## config.mk

```make
export PLATFORM = sky130hd
export DESIGN_NAME = dcm_ps_responder_flat
export DESIGN_NICKNAME = d
export VERILOG_FILES = /design/src/rtl/dcm_ps_pkg.sv /design/src/rtl/dcm_ps_responder_if.sv /design/src/rtl/ps_delay_counter.sv /design/src/rtl/dcm_ps_responder.sv /design/src/flat_wrapper.sv
export SDC_FILE = /design/constraint.sdc
export NUM_CORES = 1
export LEC_CHECK = 0
export ABC_AREA = 1
export CORE_UTILIZATION = 55
export DETAILED_ROUTE_END_ITERATION = 8
export GPL_TIMING_DRIVEN = 1
export PLACE_DENSITY = 0.78
export SETUP_SLACK_MARGIN = 0.3
export SLEW_MARGIN = 20
export SYNTH_ARGS = -nofsm -noshare
export SYNTH_HDL_FRONTEND = slang
export SYNTH_SLANG_ARGS = --single-unit
```

## constraint.sdc

```tcl
create_clock -name clk -period 2.2 [get_ports clk]
set_input_delay 0.66 -clock clk [delete_from_list [all_inputs] [get_ports clk]]
set_output_delay 0.66 -clock clk [all_outputs]
set_load 0.01 [all_outputs]
```

## src/rtl/dcm_ps_pkg.sv

```systemverilog
// Shared definitions for the DCM phase-shift responder: FSM encoding,
// phase/counter widths and default timing/limit parameters.
// Ports: none (package only).
package dcm_ps_pkg;

  localparam int PHASE_W           = 8;
  localparam int CNT_W             = 8;
  localparam int DEFAULT_LATENCY   = 8;
  localparam int DEFAULT_PHASE_MAX = 15;

  typedef enum logic [1:0] {
    IDLE  = 2'd0,
    SHIFT = 2'd1,
    DONE  = 2'd2
  } ps_state_e;

endpackage

```

## src/rtl/dcm_ps_responder_if.sv

```systemverilog
// Phase-shift request/response bundle between a requester and the responder.
// Ports: PSEN/PSINCDEC (request strobe + direction), PSDONE (completion pulse),
//        phase (signed offset), busy, at_limit, ps_err (status flags).
interface dcm_ps_responder_if;
  import dcm_ps_pkg::*;

  logic               PSEN;
  logic               PSINCDEC;
  logic               PSDONE;
  logic [PHASE_W-1:0] phase;
  logic               busy;
  logic               at_limit;
  logic               ps_err;

  // Requester side.
  modport master (
    output PSEN, PSINCDEC,
    input  PSDONE, phase, busy, at_limit, ps_err
  );

  // Responder side.
  modport slave (
    input  PSEN, PSINCDEC,
    output PSDONE, phase, busy, at_limit, ps_err
  );

endinterface

```

## src/rtl/ps_delay_counter.sv

```systemverilog
// Down-counter timing a phase-shift request: load, decrement, terminal count.
// Ports: clk, reset (sync, active-high), load/load_val, dec, count, tc
//        (tc is high while count is zero).
module ps_delay_counter #(
  parameter int W = 8
) (
  input  logic         clk,
  input  logic         reset,
  input  logic         load,
  input  logic [W-1:0] load_val,
  input  logic         dec,
  output logic [W-1:0] count,
  output logic         tc
);

  logic [W-1:0] count_q = '0;
  logic [W-1:0] count_d;

  // Load wins over decrement; decrement stops at zero rather than wrapping.
  always_comb begin
    count_d = count_q;
    if (load) begin
      count_d = load_val;
    end else if (dec && (count_q != '0)) begin
      count_d = count_q - W'(1);
    end
  end

  always_ff @(posedge clk) begin
    if (reset) begin
      count_q <= '0;
    end else begin
      count_q <= count_d;
    end
  end

  assign count = count_q;
  assign tc    = (count_q == '0);

endmodule

```

## src/rtl/dcm_ps_responder.sv

```systemverilog
// Behavioural responder for a DCM dynamic phase-shift port: accepts a PSEN
// strobe, waits LATENCY cycles, then pulses PSDONE and steps a saturating
// signed phase. Ports: clk, reset (sync, active-high), ps (slave side of
// dcm_ps_responder_if: PSEN, PSINCDEC, PSDONE, phase, busy, at_limit, ps_err).
module dcm_ps_responder
  import dcm_ps_pkg::*;
#(
  parameter int LATENCY   = DEFAULT_LATENCY,
  parameter int PHASE_MAX = DEFAULT_PHASE_MAX
) (
  input  logic                 clk,
  input  logic                 reset,
  dcm_ps_responder_if.slave    ps
);

  localparam logic signed [PHASE_W-1:0] PH_POS = PHASE_W'(PHASE_MAX);
  localparam logic signed [PHASE_W-1:0] PH_NEG = -PH_POS;

  // Acceptance edge k already counts as one cycle and the DONE entry edge is
  // k+LATENCY-1, so SHIFT lasts LATENCY-1 cycles: load LATENCY-2 and leave
  // SHIFT on the cycle the counter reads zero.
  localparam logic [CNT_W-1:0] CNT_LOAD = CNT_W'(LATENCY - 2);

  ps_state_e                 state_q = IDLE;
  ps_state_e                 state_d;
  logic signed [PHASE_W-1:0] phase_q = '0;
  logic signed [PHASE_W-1:0] phase_d;
  logic                      dir_q   = 1'b0;
  logic                      dir_d;
  logic                      ps_err_q = 1'b0;
  logic                      ps_err_d;

  logic             cnt_load;
  logic             cnt_dec;
  logic [CNT_W-1:0] cnt_val;
  logic             cnt_tc;

  ps_delay_counter #(.W(CNT_W)) u_delay (
    .clk      (clk),
    .reset    (reset),
    .load     (cnt_load),
    .load_val (CNT_LOAD),
    .dec      (cnt_dec),
    .count    (cnt_val),
    .tc       (cnt_tc)
  );

  always_comb begin
    state_d  = state_q;
    phase_d  = phase_q;
    dir_d    = dir_q;
    ps_err_d = ps_err_q;
    cnt_load = 1'b0;
    cnt_dec  = 1'b0;

    unique case (state_q)
      IDLE: begin
        if (ps.PSEN) begin
          dir_d    = ps.PSINCDEC;
          cnt_load = 1'b1;
          state_d  = SHIFT;
        end
      end
      SHIFT: begin
        // A strobe while busy is dropped; only the sticky error records it.
        if (ps.PSEN) ps_err_d = 1'b1;
        if (cnt_tc) begin
          state_d = DONE;
          // Saturate at the limits instead of wrapping; PSDONE still fires.
          if (dir_q) begin
            if (phase_q < PH_POS) phase_d = phase_q + PHASE_W'(1);
          end else begin
            if (phase_q > PH_NEG) phase_d = phase_q - PHASE_W'(1);
          end
        end else begin
          cnt_dec = 1'b1;
        end
      end
      DONE: begin
        if (ps.PSEN) ps_err_d = 1'b1;
        state_d = IDLE;
      end
      default: state_d = IDLE;
    endcase
  end

  always_ff @(posedge clk) begin
    if (reset) begin
      state_q  <= IDLE;
      phase_q  <= '0;
      dir_q    <= 1'b0;
      ps_err_q <= 1'b0;
    end else begin
      state_q  <= state_d;
      phase_q  <= phase_d;
      dir_q    <= dir_d;
      ps_err_q <= ps_err_d;
    end
  end

  assign ps.PSDONE   = (state_q == DONE);
  assign ps.busy     = (state_q != IDLE);
  assign ps.phase    = phase_q;
  assign ps.ps_err   = ps_err_q;
  assign ps.at_limit = (phase_q == PH_POS) || (phase_q == PH_NEG);

endmodule

```

## src/flat_wrapper.sv

```systemverilog
// flat-port wrapper written by rule: the top's interface ports become plain ports
module dcm_ps_responder_flat import dcm_ps_pkg::*;
#(
  parameter int LATENCY   = DEFAULT_LATENCY,
  parameter int PHASE_MAX = DEFAULT_PHASE_MAX
)
  (clk, reset, ps_PSEN, ps_PSINCDEC, ps_PSDONE, ps_phase, ps_busy, ps_at_limit, ps_ps_err);
  dcm_ps_responder_if ps_i ();
  input  logic clk;
  input  logic reset;
  input wire logic [$bits(ps_i.PSEN)-1:0] ps_PSEN;
  input wire logic [$bits(ps_i.PSINCDEC)-1:0] ps_PSINCDEC;
  output wire logic [$bits(ps_i.PSDONE)-1:0] ps_PSDONE;
  output wire logic [$bits(ps_i.phase)-1:0] ps_phase;
  output wire logic [$bits(ps_i.busy)-1:0] ps_busy;
  output wire logic [$bits(ps_i.at_limit)-1:0] ps_at_limit;
  output wire logic [$bits(ps_i.ps_err)-1:0] ps_ps_err;
  assign ps_i.PSEN = ps_PSEN;
  assign ps_i.PSINCDEC = ps_PSINCDEC;
  assign ps_PSDONE = ps_i.PSDONE;
  assign ps_phase = ps_i.phase;
  assign ps_busy = ps_i.busy;
  assign ps_at_limit = ps_i.at_limit;
  assign ps_ps_err = ps_i.ps_err;
  dcm_ps_responder #(.LATENCY(LATENCY), .PHASE_MAX(PHASE_MAX)) u_core (.clk(clk), .reset(reset), .ps(ps_i));
endmodule
```

==> impl_metrics.yaml <==
run_status:
  status: "finished, final reports clean"
worst_setup_path:
  crit_type: "reg -> out"
  cp_slowest_cell: "dfxtp_4"
  critPathCaptureType: "primary output"
  crit_family: "flip-flops"
  crit_chain: "nand4_1 > o31ai_2 > buf_2"
  startpoint_type: "flop"
  reg2reg_depth: 8
  critPathArrivalTime_ps: 1310
  crit_required_ps: 1540
  crit_buf_inv: 1
  critPathMaxStageDelay_ps: 380
  cp.depth: 3
  cp_max_fo: 5
min_path:
  hold_depth: 2
  hold_class: "reg -> reg"
clocking:
  cts_buffers: 3
  cts_max_path_buffers: 2
  cts-root-buf: "clkbuf_4"
  cts_num_sinks: 20
  htreeDepth: 1
  cts_tree: "yes"
  cts.reportedPaths.clkPinSlew_ps: 110
  clock_latency_ps: 300
global_routing:
  grt_max_degree: 12
  grt_usage_pct: 25.3
  grt_pass1_wl_mm: 5.22
  first_global_vias: 1198
  antenna_found_initial: 0
  gr-total-overflow: 0
placement:
  dp_cells: 255
  hpwl_mm: 2.35
  port_buffers: 15
  gp_congestion: 0.812
  placed_cell_area_sq_mm: 0.00164
floorplanning:
  core_area_sq_mm: 0.00248
  io_pins: 16
  initial_core_util_pct: 57.8
  rows: 18
  die_x_um: 53.0
  dieArea_sq_mm: 0.00281
  die_h_um: 53.0
layout:
  area_growth_syn_to_layout_pct: 23.2
  fin_util_pct: 71.2
  stdcell_area_sq_mm: 0.00176
  drive_gt1_share_pct: 21.4
  final_cells: 264
  nNetsFinal: 254
  antenna_cells: 0
detailed_routing:
  post_drt_wl_per_cell_um: 12.2
  avgViaCountPerCell: 5.38
  wl_mm: 3.21
  vias: 1419
  drc_errors: 0
  drtPass1Iterations: 4
  ant_nets: 0
  dr.first_iter.drc_count: 49
synth:
  synth_warnings: 0
  synth_top_area_cell: "dfxtp_1"
  syn_nets: 226
  synth_xor_xnor_area_share_pct: 4.90
  yosys-mux-area-fraction_pct: 0
  ys.flop_type: "dfxtp_1"
  synth_top_cells_by_area: "dfxtp_1 28%, nand2_1 15%, ha_1 11%"
  avgSynthCellArea_sq_um: 6.88
  synth_compound_area_share_pct: 10.9
  synth_top_area_share_pct: 28.0
  synth_most_common_cell: "nand2_1"
  synth-simple-area-share_pct: 36.4
  synth_edf_count: 0
  synth_cells: 208
  ys_seq_elements: 20
  synthAdderAreaFrac_pct: 12.8
  synth_cell_types: 26
  synth_top_family_by_area: "simple AND/OR/NAND/NOR gates"
  ys_top_cells_by_count: "58 x nand2_1, 22 x inv_1, 21 x a21oi_1"
  ys_seq_area_share_pct: 28.0
  ys_async_sr_fraction_pct: 0
  synth_area_sq_mm: 0.00143
timing:
  setup_viol: 0
  report.final.hold_viol_count: 0
  rsz0062_at_grt: "true"
  finalCriticalPeriod_ps: 1970
  worst_pin_slew_ps: 242
  fin_crit_sh_pct: 89.6
  fin_tns_setup_ps: 0
  whs_ps: 479
  clock.fmax_ghz: 0.507
  final_max_slew_viol_count: 0
  relSlewSlack_pct: 83.8
  fin_skew_ps: 3.74
power:
  p_per_area_mw_per_mm2: 1660
  peakVddDrop_mv: 1.18
  leakage_uw: 0.000933
flow_run:
  max_cap_violations: 0
per-layer routing:
layer  track usage, %  vias up  part of all wire, %
li1                 -      729                    -
met1             36.2      648                   49
met2             38.6       40                   46
met3             5.17        2                  5.0
met4             5.26        0                 0.56
met5                0        -                    0
registers in the layout (all words and copies together) (netlist names):
signal                cells
u_core.dir_q              1
u_core.ps.phase           8
u_core.ps.ps_err          1
u_core.state_q            2
u_core.u_delay.count      8
worst register-to-register path, delay by kind of cell, from the launching register on:
kind            cells  cell delay [ps]
compound gates      1              170
xor+xnor            1              120
fa+ha+maj           1              320
buf+inv             2              250
flops               1              380
simple gates        3              520
cells by family (layout without fill, tap and decap cells):
| family | after synthesis | after routing |
|---|---|---|
| XOR/XNOR | 8 | 8 |
| buffers and inverters | 27 | 53 |
| adder cells (fa/ha/maj) | 14 | 14 |
| AND/OR/NAND/NOR | 110 | 110 |
| AO/OA/AOI/OAI | 29 | 29 |
| flip-flops | 20 | 20 |
area by class of cell:
type                       instances  area [sq um]
inverter                          26           101
fill                             215           714
multi-input combinational        161           940
tap                               30          37.5
timing repair buffer              24           233
clock buffer                       3          22.5
sequential                        20           429
final timing paths:
check	startpoint	to	slack, ps
worst max-delay path	u_core.ps.phase[3]	ps_at_limit	230
worst min-delay path	u_core.u_delay.count[0]	u_core.u_delay.count[0]	480
worst max register to register	u_core.dir_q	u_core.ps.phase[3]	390
worst min register to register	u_core.u_delay.count[0]	u_core.u_delay.count[0]	480
power breakdown:
group          switching, uW  internal, uW  total [uW]
combinational           1210           856        2070
clock                    113          63.9         177
sequential               146           544         690
total                   1470          1460        2930
stage by stage:
step / power (uW) / setup WS [ps]
2_1_floorplan: 2130 / 538
3_3_place_gp: 2580 / 112
3_5_place_dp: 2650 / 103
4_1_cts: 2860 / 134
5_1_grt: 3260 / 205
6_report: 2930 / 228
repair_timing:
action	4_1_cts	5_1_grt
setup endpoints to repair	11	15
cloned	0	0
hold buffers	0	0
resized for setup	21	19
buffers inserted	0	6
hold endpoints to repair	0	0
pin swaps	0	2
placed cells by master, fill, tap and decap left out, drive strengths merged:
master	count
buf	10
nand3b	3
o21ai	5
a31oi	1
ha	13
clkinvlp	1
dfxtp	20
inv	25
or2	2
nand3	18
nor2	18
dlymetal6s2s	7
a21oi	22
clkdlybuf4s50	4
xnor2	1
o31ai	1
nand2	63
dlygate4sd2	2
nand4	6
fa	1
clkbuf	4
xor2	7
(Power assumes the default switching activity.)
